File: src/rtl/mux8_rr_arbiter.sv
// Round-robin arbiter for eight requesters sharing an 8:1 mux; drives the
// registered one-hot grant and the mux selects {s0,s1,s2} of the granted index.
module mux8_rr_arbiter #(
    parameter int MAX_HOLD = 4,
    parameter int CNT_W    = 8
) (
    input  logic       clk,
    input  logic       rst_n,
    input  logic [7:0] req,
    output logic [7:0] gnt,
    output logic       s0,
    output logic       s1,
    output logic       s2,
    output logic       busy
);

    localparam logic [0:0] IDLE  = 1'b0;
    localparam logic [0:0] GRANT = 1'b1;

    localparam logic [CNT_W-1:0] HOLD_MAX = CNT_W'(MAX_HOLD);

    logic [0:0]       state;
    logic [2:0]       ptr;
    logic [2:0]       sel;
    logic [CNT_W-1:0] cnt;
    logic [7:0]       gnt_q;

    // Returns {found, index}; searches ptr+1 .. ptr+8 (mod 8), so ptr is last.
    function automatic logic [3:0] rr_pick(input logic [7:0] r, input logic [2:0] p);
        logic [3:0] res;
        logic [2:0] idx;
        res = 4'b0;
        for (int i = 1; i <= 8; i++) begin
            idx = p + 3'(i);
            if (!res[3] && r[idx]) res = {1'b1, idx};
        end
        return res;
    endfunction

    logic       hold_req;
    logic       expired;
    logic [3:0] pick;
    logic       do_grant;
    logic       go_idle;

    always_comb begin
        hold_req = |(req & gnt_q);
        expired  = (cnt == HOLD_MAX);
        pick     = 4'b0;
        do_grant = 1'b0;
        go_idle  = 1'b0;
        if (state == IDLE) begin
            pick     = rr_pick(req, ptr);
            do_grant = pick[3];
        end else if (!hold_req) begin
            // Holder released: it is excluded from the re-arbitration.
            pick     = rr_pick(req & ~gnt_q, ptr);
            do_grant = pick[3];
            go_idle  = !pick[3];
        end else if (expired) begin
            pick     = rr_pick(req, ptr);
            do_grant = pick[3];
        end
    end

    always_ff @(posedge clk) begin
        if (!rst_n) begin
            state <= IDLE;
            ptr   <= 3'd7;
            sel   <= 3'd0;
            cnt   <= '0;
            gnt_q <= 8'h00;
        end else if (do_grant) begin
            state <= GRANT;
            ptr   <= pick[2:0];
            sel   <= pick[2:0];
            cnt   <= CNT_W'(1);
            gnt_q <= 8'h01 << pick[2:0];
        end else if (go_idle) begin
            // Selects keep the last index so the mux output stays stable.
            state <= IDLE;
            cnt   <= '0;
            gnt_q <= 8'h00;
        end else if (state == GRANT) begin
            cnt <= cnt + CNT_W'(1);
        end
    end

    assign gnt  = gnt_q;
    assign s0   = sel[2];
    assign s1   = sel[1];
    assign s2   = sel[0];
    assign busy = |gnt_q;

endmodule

File: config.mk
export PLATFORM = sky130hd
export DESIGN_NAME = mux8_rr_arbiter
export DESIGN_NICKNAME = d
export VERILOG_FILES = /design/src/rtl/mux8_rr_arbiter.sv
export SDC_FILE = /design/constraint.sdc
export NUM_CORES = 1
export LEC_CHECK = 0
export BUFFER_PORTS_ARGS = -buffer_cell sky130_fd_sc_hd__buf_2
export CORE_MARGIN = 2
export CORE_UTILIZATION = 50
export DETAILED_ROUTE_END_ITERATION = 7
export PLACE_DENSITY = 0.68
export SKIP_LAST_GASP = 1
export SLEW_MARGIN = 25
export SYNTH_ARGS = -nofsm -noshare
export SYNTH_HDL_FRONTEND = slang
export SYNTH_SLANG_ARGS = --single-unit
File: constraint.sdc
create_clock -name clk -period 4.2 [get_ports clk]
set_clock_uncertainty 0.2 [all_clocks]
set_input_delay 1.05 -clock clk [delete_from_list [all_inputs] [get_ports clk]]
set_output_delay 1.05 -clock clk [all_outputs]
set_load 0.1 [all_outputs]
== Word-level counts from Yosys, hierarchy flattened ==
Cells that the tools add are included.
Word-level totals
  logic and storage cells: 190
  register bits: 23
  latch bits: 0
  memories: 0
  RAM bits: 0
  bits in read-only memories: 0
Operators by class
  eq/ne operators: 1
  mux-type cells: 114
  order comparisons: 8
  bitwise gates (word level): 4
  multiply operators: 0
  add/sub/neg operators: 8
  reductions and logical operators: 48
  div/mod/pow operators: 0
  shift operators: 1
Operators by type and width (count)
  2-to-1 mux 4 bit: 67
  binary-select mux 1 bit (select 3 bit): 16
  < comparator 3 x 4 -> 1 bit, second input constant: 8
  2-to-1 mux 1 bit: 26
  zero test 1 bit: 22
  logical AND 1 bit: 21
  AND 8 bit: 2
  2-to-1 mux 8 bit: 2
  OR reduction 8 bit: 2
  adder 3 bit, second input constant: 4
  2-to-1 mux 3 bit: 3
  adder 8 x 1 -> 8 bit, second input constant: 1
  == test 8 x 3 -> 1 bit, second input constant: 1
  NOT 8 bit: 1
  << shifter 1 x 3 -> 8 bit, first input constant: 1
  adder 3 x 2 -> 3 bit, second input constant: 2
  adder 3 x 1 -> 3 bit, second input constant: 1
  nonzero test 3 bit: 1
  OR reduction 3 bit: 1
  nonzero test 2 bit: 1
  NOT 1 bit: 1

== Longest topological paths before layout ==
Gate-level depths: netlist of run 1.
  word-level depth: 51
  gate-level depth with buffers: 14
  depth with buffers taken out: 10

== Least setup slack after synthesis of run 1 ==
OpenSTA, ideal clock, no wires.
  kind: input-to-reg
  start: in req[2]
  end: reg gnt_q[2] (netlist: gnt[2])
  cell stages on the path: 10
  library setup time: 0.130 ns
  data required time: 3.870 ns
  arrival: 3.589 ns
  slack: 0.281 ns
  path buffers: 2
  path through: buf_2 > nor2b_1 > mux4_2 > mux2_4 > or4_4 > o31ai_1 > and2_1 > buf_2 > nand2b_1 > o41ai_2
On the way
  longest elaborated chain between the ends: 50
  elaborated cells between the ends (all ways): 156
  those cells by class: 1 x shift; 108 x mux; 2 x bitwise; 45 x reduce/logical
Ends and longest elaborated chain
  start, declared: line 9  | input logic [7:0] req,
  binary-select mux 1 bit (select 3 bit): line 35  | if (!res[3] && r[idx]) res = {1'b1, idx};
  2-to-1 mux 1 bit (implied by the code): line 35
  2-to-1 mux 4 bit: line 35
  2-to-1 mux 4 bit: line 60  | end else if (expired) begin
  2-to-1 mux 4 bit: line 55  | end else if (!hold_req) begin
  2-to-1 mux 4 bit: line 52  | if (state == IDLE) begin
  zero test 1 bit: line 35
  logical AND 1 bit: line 35
  (+34 left out)
  zero test 1 bit: line 35
  logical AND 1 bit: line 35
  2-to-1 mux 4 bit: line 35
  2-to-1 mux 3 bit: line 60
  2-to-1 mux 3 bit: line 55
  2-to-1 mux 3 bit: line 52
  << shifter 1 x 3 -> 8 bit: line 78  | gnt_q <= 8'h01 << pick[2:0];
  2-to-1 mux 8 bit: line 73  | end else if (do_grant) begin
  end signal, assigned: line 78
  end, declared: line 26  | logic [7:0] gnt_q;
Parallel ways exist; a longest one is shown, timed or not. The select of a mux whose other input is x is not followed.
A chain may end at the register's enable or synchronous reset.

== Final worst setup path of run 1 ==
  start: in req[0]
  end: reg gnt_q[1] (netlist: gnt[1])
The elaborated chain is that of the path after synthesis.

==> results of run 1 <==
==> routing by layer <==
layer | vias up | track usage | share of wire
li1 | 1397 | - | -
met1 | 1469 | 0.4046 | 0.43
met2 | 164 | 0.4137 | 0.45
met3 | 24 | 0.05109 | 0.092
met4 | 0 | 0.07869 | 0.028
met5 | - | 0 | 0
==> state kept, by name (all words and copies together) (netlist names) <==
| name | flops |
|---|---|
| gnt | 8 |
| state | 1 |
| cnt | 8 |
| sel | 3 |
| ptr | 3 |
==> layout make-up <==
type,instances,area [um^2]
inverters,12,45.04
flip-flops and latches,23,460.4
clock buffers,4,45.04
well taps,75,93.84
multi-input cells,290,2465
fillers,551,2586
repair buffers,40,260.3
==> final timing paths <==
kind                              from     end  cells after the start
worst max-delay path            req[0]  gnt[1]                      9
worst min-delay path            sel[2]  sel[2]                      2
worst min register to register  sel[2]  sel[2]                      2
worst max register to register  ptr[1]  gnt[1]                     10
==> cells in the mapped netlist, types with 7 or more instances <==
library cell,n
o21ai_0,8
inv_1,9
nor2b_1,10
clkbuf_1,7
mux4_2,25
o31ai_1,8
a21oi_1,12
nand3_1,10
mux2i_1,20
nand2_1,31
nor3_1,8
nand2b_1,13
mux2_2,10
nor2_1,25
buf_2,12
dfxtp_1,23
==> through the flow <==
| step | area, um^2 | setup WS [ns] | util |
|---|---|---|---|
| 2_1_floorplan | 3094 | 0.2814 | - |
| 3_3_place_gp | 3317 | 0.07316 | 0.5569 |
| 3_5_place_dp | 3317 | 0.06174 | 0.5569 |
| 4_1_cts | 3362 | 0.3054 | 0.5645 |
| 5_1_grt | 3369 | 0.1655 | 0.5658 |
| 6_report | 3369 | 0.3141 | 0.5658 |
==> cells by family (layout without fill, tap and decap cells) <==
group | count (synthesis) | count (layout) | share of synthesized area
simple gates | 130 | 130 | 0.2220
compound gates | 87 | 87 | 0.2196
mux | 57 | 57 | 0.2952
buf+inv | 37 | 56 | 0.05702
flops | 23 | 23 | 0.1488
xor+xnor | 12 | 12 | 0.04125
fa+ha+maj | 4 | 4 | 0.01618
==> critical path, cell delays in order <==
cell     delay, ns
buf_2         0.16
mux4_2        0.59
mux2_2        0.32
or3_1         0.40
o41ai_1       0.35
a31oi_1       0.11
o21ai_1       0.21
nand3_1       0.30
o41ai_2       0.36
==> what timing repair did <==
item / CTS / global route
gates resized for setup: 0 / 1
setup endpoints to repair: 0 / 4
setup buffers: 0 / 0
==> results.md, run 1 <==
- Result of the run: finished clean
- DRT Pass-1 Iters: 5
- Layout net count: 384
- Skew-Pair Late Insertion Delay: 0.26 ns
- Clk slew on worst S/H paths: 0.08 ns
- Critical path arrival: 3.85 ns
- Post-CTS Hold Buffers: 0
- Via density: 6.878
- HPWL Detailed: 6836 um
- Row count: 28
- Non-filler instance count after layout: 444
- Ys flop type: dfxtp_1
- Average size of a mapped cell: 8.841 um^2
- Pin count of the biggest net entering global routing: 35
- Area leader, netlist: mux4_2
- Critical path fanouts, max: 10
- Total CTS buffers: 3
- Max_cap viols: 0
- Total negative slack: 0 ns
- Max Root-Sink Buffers: 2
- Clock sink count: 23
- Routed len/inst: 20.06 um
- Worst Max-Slew Pin Slew: 0.7832 ns
- Hold Vio Cnt, Final: 0
- Die W: 82.67 um
- First-pass GRT wire length: 14410 um
- Ports: 22
- Synth Register Bits: 23
- Synthesized area: 3094 um^2
- Root Buffer: clkbuf_8
- Antenna Violating Nets Remaining: 0
- DR vias: 3054
- Register area share after synthesis: 0.1488
- Setup crit end kind: flop
- Number of synthesized flops with an enable pin: 0
- Max-slew violation count: 0
- Synth warn: 0
- Unrepaired setup endpoints after global routing: no
- Proportion of layout cells with a drive suffix above 1: 0.2683
- Syn nets: 364
- Gr usage total: 0.2761
- Post-Synthesis Cells: 350
- Detailed Route WL: 8907 um
- Antenna diode instance count: 0
- Full die area: 6834 um^2
- Part of the cycle the worst path needs: 0.9252
- CTS tree: built
- Synth top area share: 0.1820
- Most common cell after layout, fill and taps aside: nand2_1
- GP Congestion: 0.9513
- Tmin final: 3.886 ns
- Commonest non-fill, non-tap cells in the layout: 31 x nand2_1, 25 x mux4_2, 25 x nor2_1
- Worst slew margin: 0.4772
- Htree depth: 1
- CP required: 4.16 ns
- Port bufs: 21
- Crit path kind: in -> reg
- Grt total ovfl: 0
- Placed insts: 440
- FFs w/ async S/R, synth: 0
- Initial antenna violation count: 0
- Die height: 82.67 um
- DRT iter0 DRCs: 389
- Hold Path Class: reg -> reg
- Vias in the first global route: 2744
- Layout area overhead: 8.896%
- DRC Markers: 0
- Final setup violation count: 0
- Final hold slack: 0.2540 ns
- Startpoint Class: primary input
- Synth area leaders: mux4_2 18%, dfxtp_1 15%, mux2i_1 6.5%
- Fmax: 0.2573 GHz
- Total core area: 5956 um^2
- Initial Utilization: 0.5195
- Netlist cell types: 68
- Worst R2R Setup Slack: 0.38 ns
Power of run 1 is left out: the tool's default activity adds up to more than one toggle a clock period on the data nets, which glitch-free logic cannot reach.
==> run 2: changes to the inputs <==
- CTS_BUF_LIST: unset -> sky130_fd_sc_hd__clkbuf_2
- SETUP_SLACK_MARGIN: unset -> 0.05
==> run 2 against run 1 <==
Net effect: via count rose by 0.23%; critical path type is now reg -> reg; sequential share of layout area rose by 0.10 points; global-route usage unchanged; cell count stayed put; first-iteration DRC count decreased by 4.6%; flip-flop and latch count is the same; clock-buffer cell count is the same; worst setup slack improved by 0.052 ns; highest routed layer unchanged; wire length fell by 0.38%; core utilization is 0.42 points lower; register-to-register slack is essentially flat; cell area down 0.74%.
==> results.md, run 2 (synthesized netlist as in run 1, its figures left out) <==
- Crit path buf inv count: 1 (unchanged)
- Total core area: 5956 um^2 (unchanged)
- Die height: 82.67 um (unchanged)
- Setup crit end kind: flop (unchanged)
- Row count: 28 (unchanged)
- GP Congestion: 0.9513 (unchanged)
- Grt total ovfl: 0 (unchanged)
- Crit-path cells: inv_1 -> ha_1 -> mux4_2 -> a221o_1 -> a31oi_1 -> o21ai_1 -> a211oi_1 -> o22ai_2 -> or2_4 -> o41ai_2 (was buf_2 -> mux4_2 -> mux2_2 -> or3_1 -> o41ai_1 -> a31oi_1 -> o21ai_1 -> nand3_1 -> o41ai_2)
- Gr usage total: 0.2761 (unchanged)
- Root Buffer: clkbuf_2 (was clkbuf_8)
- CTS tree: built (unchanged)
- Hold Vio Cnt, Final: 0 (unchanged)
- Final setup violation count: 0 (unchanged)
- Placed insts: 440 (unchanged)
- Max_cap viols: 0 (unchanged)
- Worst slew margin: 0.4638 (was 0.4772)
- CP required: 4.25 ns (was 4.16 ns)
- Worst Max-Slew Pin Slew: 0.8032 ns (was 0.7832 ns)
- DRC Markers: 0 (unchanged)
- Detailed Route WL: 8873 um (was 8907 um)
- Multi-input gate area: 2465 um^2 (unchanged)
- Commonest non-fill, non-tap cells in the layout: 31 x nand2_1, 25 x mux4_2, 25 x nor2_1 (unchanged)
- Crit path kind: reg -> reg (was in -> reg)
- Layout net count: 384 (unchanged)
- Total negative slack: 0 ns (unchanged)
- Hold Path Class: reg -> reg (unchanged)
- Die W: 82.67 um (unchanged)
- Max Root-Sink Buffers: 2 (unchanged)
- Antenna diode instance count: 0 (unchanged)
- Via density: 6.894 (was 6.878)
- Result of the run: finished clean (unchanged)
- First-pass GRT wire length: 14410 um (unchanged)
- DRT iter0 DRCs: 371 (was 389)
- Skew-Pair Late Insertion Delay: 0.33 ns (was 0.26 ns)
- Fmax: 0.2608 GHz (was 0.2573 GHz)
- Clock sink count: 23 (unchanged)
- Non-filler instance count after layout: 444 (unchanged)
- Critical path arrival: 3.89 ns (was 3.85 ns)
- Final worst slack: 0.3658 ns (was 0.3141 ns)
- Tmin final: 3.834 ns (was 3.886 ns)
- Cell family with most CP delay: compound AO/OA/AOI/OAI gates (unchanged)
- Layout fillers: 555 (was 551)
- Total CTS buffers: 3 (unchanged)
- Proportion of layout cells with a drive suffix above 1: 0.2710 (was 0.2683)
- Layout area overhead: 8.087% (was 8.896%)
- DR vias: 3061 (was 3054)
- Post-layout util: 0.5616 (was 0.5658)
- CP max stage delay: 0.59 ns (about the same)
- Part of the cycle the worst path needs: 0.9129 (was 0.9252)
- Initial Utilization: 0.5195 (unchanged)
- Critical path fanouts, max: 11 (was 10)
- HPWL Detailed: 6836 um (unchanged)
- Vias in the first global route: 2749 (was 2744)
- Pin count of the biggest net entering global routing: 35 (unchanged)
- Initial antenna violation count: 0 (unchanged)
- CP max-delay cell: ha_1 (was mux4_2)
- Ports: 22 (unchanged)
- Post-CTS Hold Buffers: 0 (unchanged)
- Unrepaired setup endpoints after global routing: no (unchanged)
- Most common cell after layout, fill and taps aside: nand2_1 (unchanged)
- Routed len/inst: 19.98 um (was 20.06 um)
- Htree depth: 1 (unchanged)
- Startpoint Class: flop (was primary input)
- Clk slew on worst S/H paths: 0.20 ns (was 0.08 ns)
- Port bufs: 21 (unchanged)
- DRT Pass-1 Iters: 5 (unchanged)
- Antenna Violating Nets Remaining: 0 (unchanged)
- Worst slack at placement: 0.06174 ns (unchanged)
- Register area: 460.4 um^2 (unchanged)
- Full die area: 6834 um^2 (unchanged)
- Max-slew violation count: 0 (unchanged)
==> run 2: cell counts in the layout (fill, tap and decap cells not counted) <==
Identical to the previous run, type by type.
==> run 2: tightest hold or removal path, stage by stage (launching register included) <==
cell and delay, ns:
dfxtp_1 0.35, nand2_1 0.05, a21oi_1 0.05
==> run 2: final timing paths <==
| kind | from | to | slack, ns | cells past startpoint |
|---|---|---|---|---|
| hold / removal | sel[2] | sel[2] | 0.27 | 2 |
| setup / recovery | ptr[1] | gnt[3] | 0.37 | 10 |
| hold reg to reg | sel[2] | sel[2] | 0.27 | 2 |
| setup reg to reg | ptr[1] | gnt[3] | 0.37 | 10 |
==> run 2: through the flow <==
step	hold WS (ns)	cell area, um^2
floorplan	0.2720	3094
global placement	0.2408	3317
detailed placement	0.2447	3317
CTS	0.2676	3337
global route	0.2857	3344
finish	0.2659	3344
==> run 2: cell type report <==
type                    instances  area share
multi-input cells             290      0.7370
clock buffers                   4    0.005986
inverters                      12     0.01347
repair buffers                 40     0.07782
flip-flops and latches         23      0.1377
well taps                      75     0.02806
==> run 2: what timing repair did <==
action	CTS	global route
setup buffers	0	0
resized for setup	0	1
endpoints found under the setup margin	0	5
==> run 2: metal layers <==
layer	vias to the layer above	part of all wire	wire length, um	track usage
met2	181	0.45	3959	0.4145
met5	-	0	0	0
met1	1458	0.43	3854	0.4039
li1	1393	-	-	-
met4	0	0.032	281	0.07869
met3	29	0.088	777	0.05109
Power of run 2 is left out for the same reason.
==> run 3: changes to the inputs <==
- ABC_AREA: unset -> 1
- PLACE_DENSITY: 0.68 -> 0.69
==> run 3 against run 2 <==
Net effect: flip-flop and latch count is the same; register-to-register slack gained 0.52 ns; first-iteration DRC count shrank 30%; via count shrank 3.1%; critical endpoint unchanged; largest cell class unchanged; highest routed layer unchanged.
==> results.md, run 3 <==
- Result of the run: finished clean (unchanged)
- CP Launch Point: ptr[0] (was ptr[1])
- Setup crit end kind: flop (unchanged)
- Most common cell after layout, fill and taps aside: nand2_1 (unchanged)
- Startpoint Class: flop (unchanged)
- Layout area overhead: 6.849% (was 8.087%)
- Post-Synthesis Cells: 456 (was 350)
- Critical path arrival: 3.38 ns (was 3.89 ns)
- Crit path capture: gnt[3] (unchanged)
- Routed len/inst: 13.79 um (was 19.98 um)
- Netlist cell types: 43 (was 68)
- CTS tree: built (unchanged)
- CP required: 4.26 ns (was 4.25 ns)
- Max Root-Sink Buffers: 2 (unchanged)
- Multi-input gate area: 1928 um^2 (was 2465 um^2)
- Vias in the first global route: 2716 (was 2749)
- Simple-Gate Fraction of Synth Area: 0.5938 (was 0.2220)
- Max-slew violation count: 0 (unchanged)
- Skew-Pair Late Insertion Delay: 0.33 ns (about the same)
- Initial antenna violation count: 0 (unchanged)
- Synth Register Bits: 23 (unchanged)
- Proportion of layout cells with a drive suffix above 1: 0.1726 (was 0.2710)
- Synthesized area: 2649 um^2 (was 3094 um^2)
- Port bufs: 21 (unchanged)
- Tmin final: 3.317 ns (was 3.834 ns)
- Full die area: 5896 um^2 (was 6834 um^2)
- Worst Max-Slew Pin Slew: 0.5956 ns (was 0.8032 ns)
- Part of the cycle the worst path needs: 0.7897 (was 0.9129)
- Htree depth: 1 (unchanged)
- Layout net count: 490 (was 384)
- XOR/XNOR Fraction of Synth Area: 0.02881 (was 0.04125)
- DRT iter0 DRCs: 259 (was 371)
- GP Congestion: 0.9001 (was 0.9513)
- Setup Fix Bufs, Post-CTS: 0 (unchanged)
- Antenna diode instance count: 0 (unchanged)
- Synth area leaders: nand2_1 20%, dfxtp_1 17%, nand3_1 17% (was mux4_2 18%, dfxtp_1 15%, mux2i_1 6.5%)
- Busiest grt layer: met2 (unchanged)
- HPWL Detailed: 6046 um (was 6836 um)
- Synth warn: 0 (unchanged)
- Post-synthesis adder-cell area fraction: 0.01889 (was 0.01617)
- Final setup violation count: 0 (unchanged)
- FFs w/ async S/R, synth: 0 (unchanged)
- Unrepaired setup endpoints after global routing: no (unchanged)
- Hold Vio Cnt, Final: 0 (unchanged)
- Root Buffer: clkbuf_2 (unchanged)
- Register area share after synthesis: 0.1738 (was 0.1488)
- Total negative slack: 0 ns (unchanged)
- Initial Utilization: 0.5186 (was 0.5195)
- First-pass GRT wire length: 12840 um (was 14410 um)
- DR vias: 2966 (was 3061)
- PostCTS Resize Cnt: 0 (unchanged)
- Post-CTS Hold Buffers: 0 (unchanged)
- RR Startpoint: ptr[0] (was ptr[1])
- Fraction of the mapped netlist area in compound gates: 0.08644 (was 0.2196)
- Clk slew on worst S/H paths: 0.21 ns (was 0.20 ns)
- Ports: 22 (unchanged)
- Largest family of logic cells by synthesized area: simple AND/OR/NAND/NOR gates (was multiplexers)
- Die height: 76.79 um (was 82.67 um)
- DRT Pass-1 Iters: 8 (was 5)
- Fmax: 0.3015 GHz (was 0.2608 GHz)
- Total CTS buffers: 3 (unchanged)
- Synth top area share: 0.1970 (was 0.1820)
- Worst R2R Setup Slack: 0.88 ns (was 0.37 ns)
- Synth cell count leaders: 139 x nand2_1, 89 x nand3_1, 42 x inv_1 (was 31 x nand2_1, 25 x mux4_2, 25 x nor2_1)
- Ys flop type: dfxtp_1 (unchanged)
- Max_cap viols: 0 (unchanged)
- Critical path fanouts, max: 13 (was 11)
- Antenna Violating Nets Remaining: 0 (unchanged)
- Pin count of the biggest net entering global routing: 25 (was 35)
- Met2 Use GR: 0.4202 (was 0.4145)
- Average size of a mapped cell: 5.809 um^2 (was 8.841 um^2)
- RR Endpoint: gnt[3] (unchanged)
- Total core area: 5107 um^2 (was 5956 um^2)
- Hold Path Class: reg -> reg (unchanged)
- Met1 GRT Util: 0.3823 (was 0.4039)
- Top-count cell post-synth: nand2_1 (unchanged)
- Via density: 5.442 (was 6.894)
- Worst slew margin: 0.6024 (was 0.4638)
- Syn nets: 470 (was 364)
- Met3 GRT Util: 0.03765 (was 0.05109)
- Clock sink count: 23 (unchanged)
- Mux share of post-synthesis cell area: 0 (was 0.2952)
- DRC Markers: 0 (unchanged)
- Grt total ovfl: 0 (unchanged)
- Row count: 26 (was 28)
- Crit path kind: reg -> reg (unchanged)
- Register area: 460.4 um^2 (unchanged)
- Detailed Route WL: 7518 um (was 8873 um)
- Area leader, netlist: nand2_1 (was mux4_2)
- Number of synthesized flops with an enable pin: 0 (unchanged)
- Die W: 76.79 um (was 82.67 um)
- Commonest non-fill, non-tap cells in the layout: 139 x nand2_1, 89 x nand3_1, 42 x inv_1 (was 31 x nand2_1, 25 x mux4_2, 25 x nor2_1)
- Layout fillers: 561 (was 555)
- Gr usage total: 0.2645 (was 0.2761)
- Worst r2r path cells: 17 (was 10)
run 3: changes by cell type in the layout (fill, tap and decap cells not counted), moves of 7 or more:
cell,change
nand2_1,+108
nand3_1,+79
inv_1,+33
mux4_2,-25
mux2i_1,-20
nor2_1,+16
buf_4,-13
nand2_2,+13
nand2b_1,-13
mux2_2,-10
nor2b_1,-10
o31ai_1,-8
nor2_4,+7
run 3: kinds of logic (layout without fill, tap and decap cells):
family	after synthesis	in the layout
AOI/OAI and AO/OA	35	35
xor gates and xnor gates	7	7
adders and majority gates	4	4
buffers and inverters	62	81
DFF	23	23
and+or+nand+nor	325	325
run 3: worst max-delay path, stage by stage, from the launching register on:
cell,delay (ns)
dfxtp_1,0.40
inv_2,0.05
ha_1,0.28
buf_4,0.18
inv_1,0.38
nand3_1,0.16
nand2_1,0.11
nor2_1,0.07
a31oi_1,0.46
inv_1,0.16
nand3_1,0.12
nand2_1,0.06
nor2_1,0.17
nor2_1,0.10
nor2_4,0.17
nor2_2,0.06
nand2_1,0.06
nand2_1,0.04
run 3: metrics by stage:
step | cell area, um^2 | cells | setup WS, ns | util | hold slack [ns]
6_report | 2830 | 545 | 0.8831 | 0.5541 | 0.3360
5_1_grt | 2830 | 545 | 0.5037 | 0.5541 | 0.3574
4_1_cts | 2830 | 545 | 0.9058 | 0.5541 | 0.3377
3_5_place_dp | 2810 | 541 | 0.9092 | 0.5502 | 0.3122
3_3_place_gp | 2810 | 541 | 0.9204 | 0.5502 | 0.2976
2_1_floorplan | 2649 | 456 | 1.127 | - | 0.2790
run 3: worst min path at each step:
stage                     endpoint  startpoint  cells past startpoint
final                       gnt[0]      gnt[0]                      2
after global routing        gnt[0]      gnt[0]                      2
after CTS                   gnt[0]      gnt[0]                      2
after detailed placement    gnt[0]      gnt[0]                      2
after global placement      gnt[0]      gnt[0]                      2
after floorplan             cnt[1]      cnt[1]                      2
run 3: area by class of cell:
| cell class | count | share of cell area |
|---|---|---|
| Tap cell | 70 | 0.03095 |
| Clock inverter | 1 | 0.001768 |
| Timing Repair Buffer | 26 | 0.05040 |
| Multi-Input combinational cell | 371 | 0.6813 |
| Inverter | 51 | 0.06764 |
| Clock buffer | 3 | 0.005305 |
| Sequential cell | 23 | 0.1627 |
run 3: metal layers:
metal	wire length, um	share of wire
met1	3713	0.49
met2	3367	0.45
met3	380	0.051
met4	57	0.0076
met5	0	0
Power of run 3 is left out for the same reason.
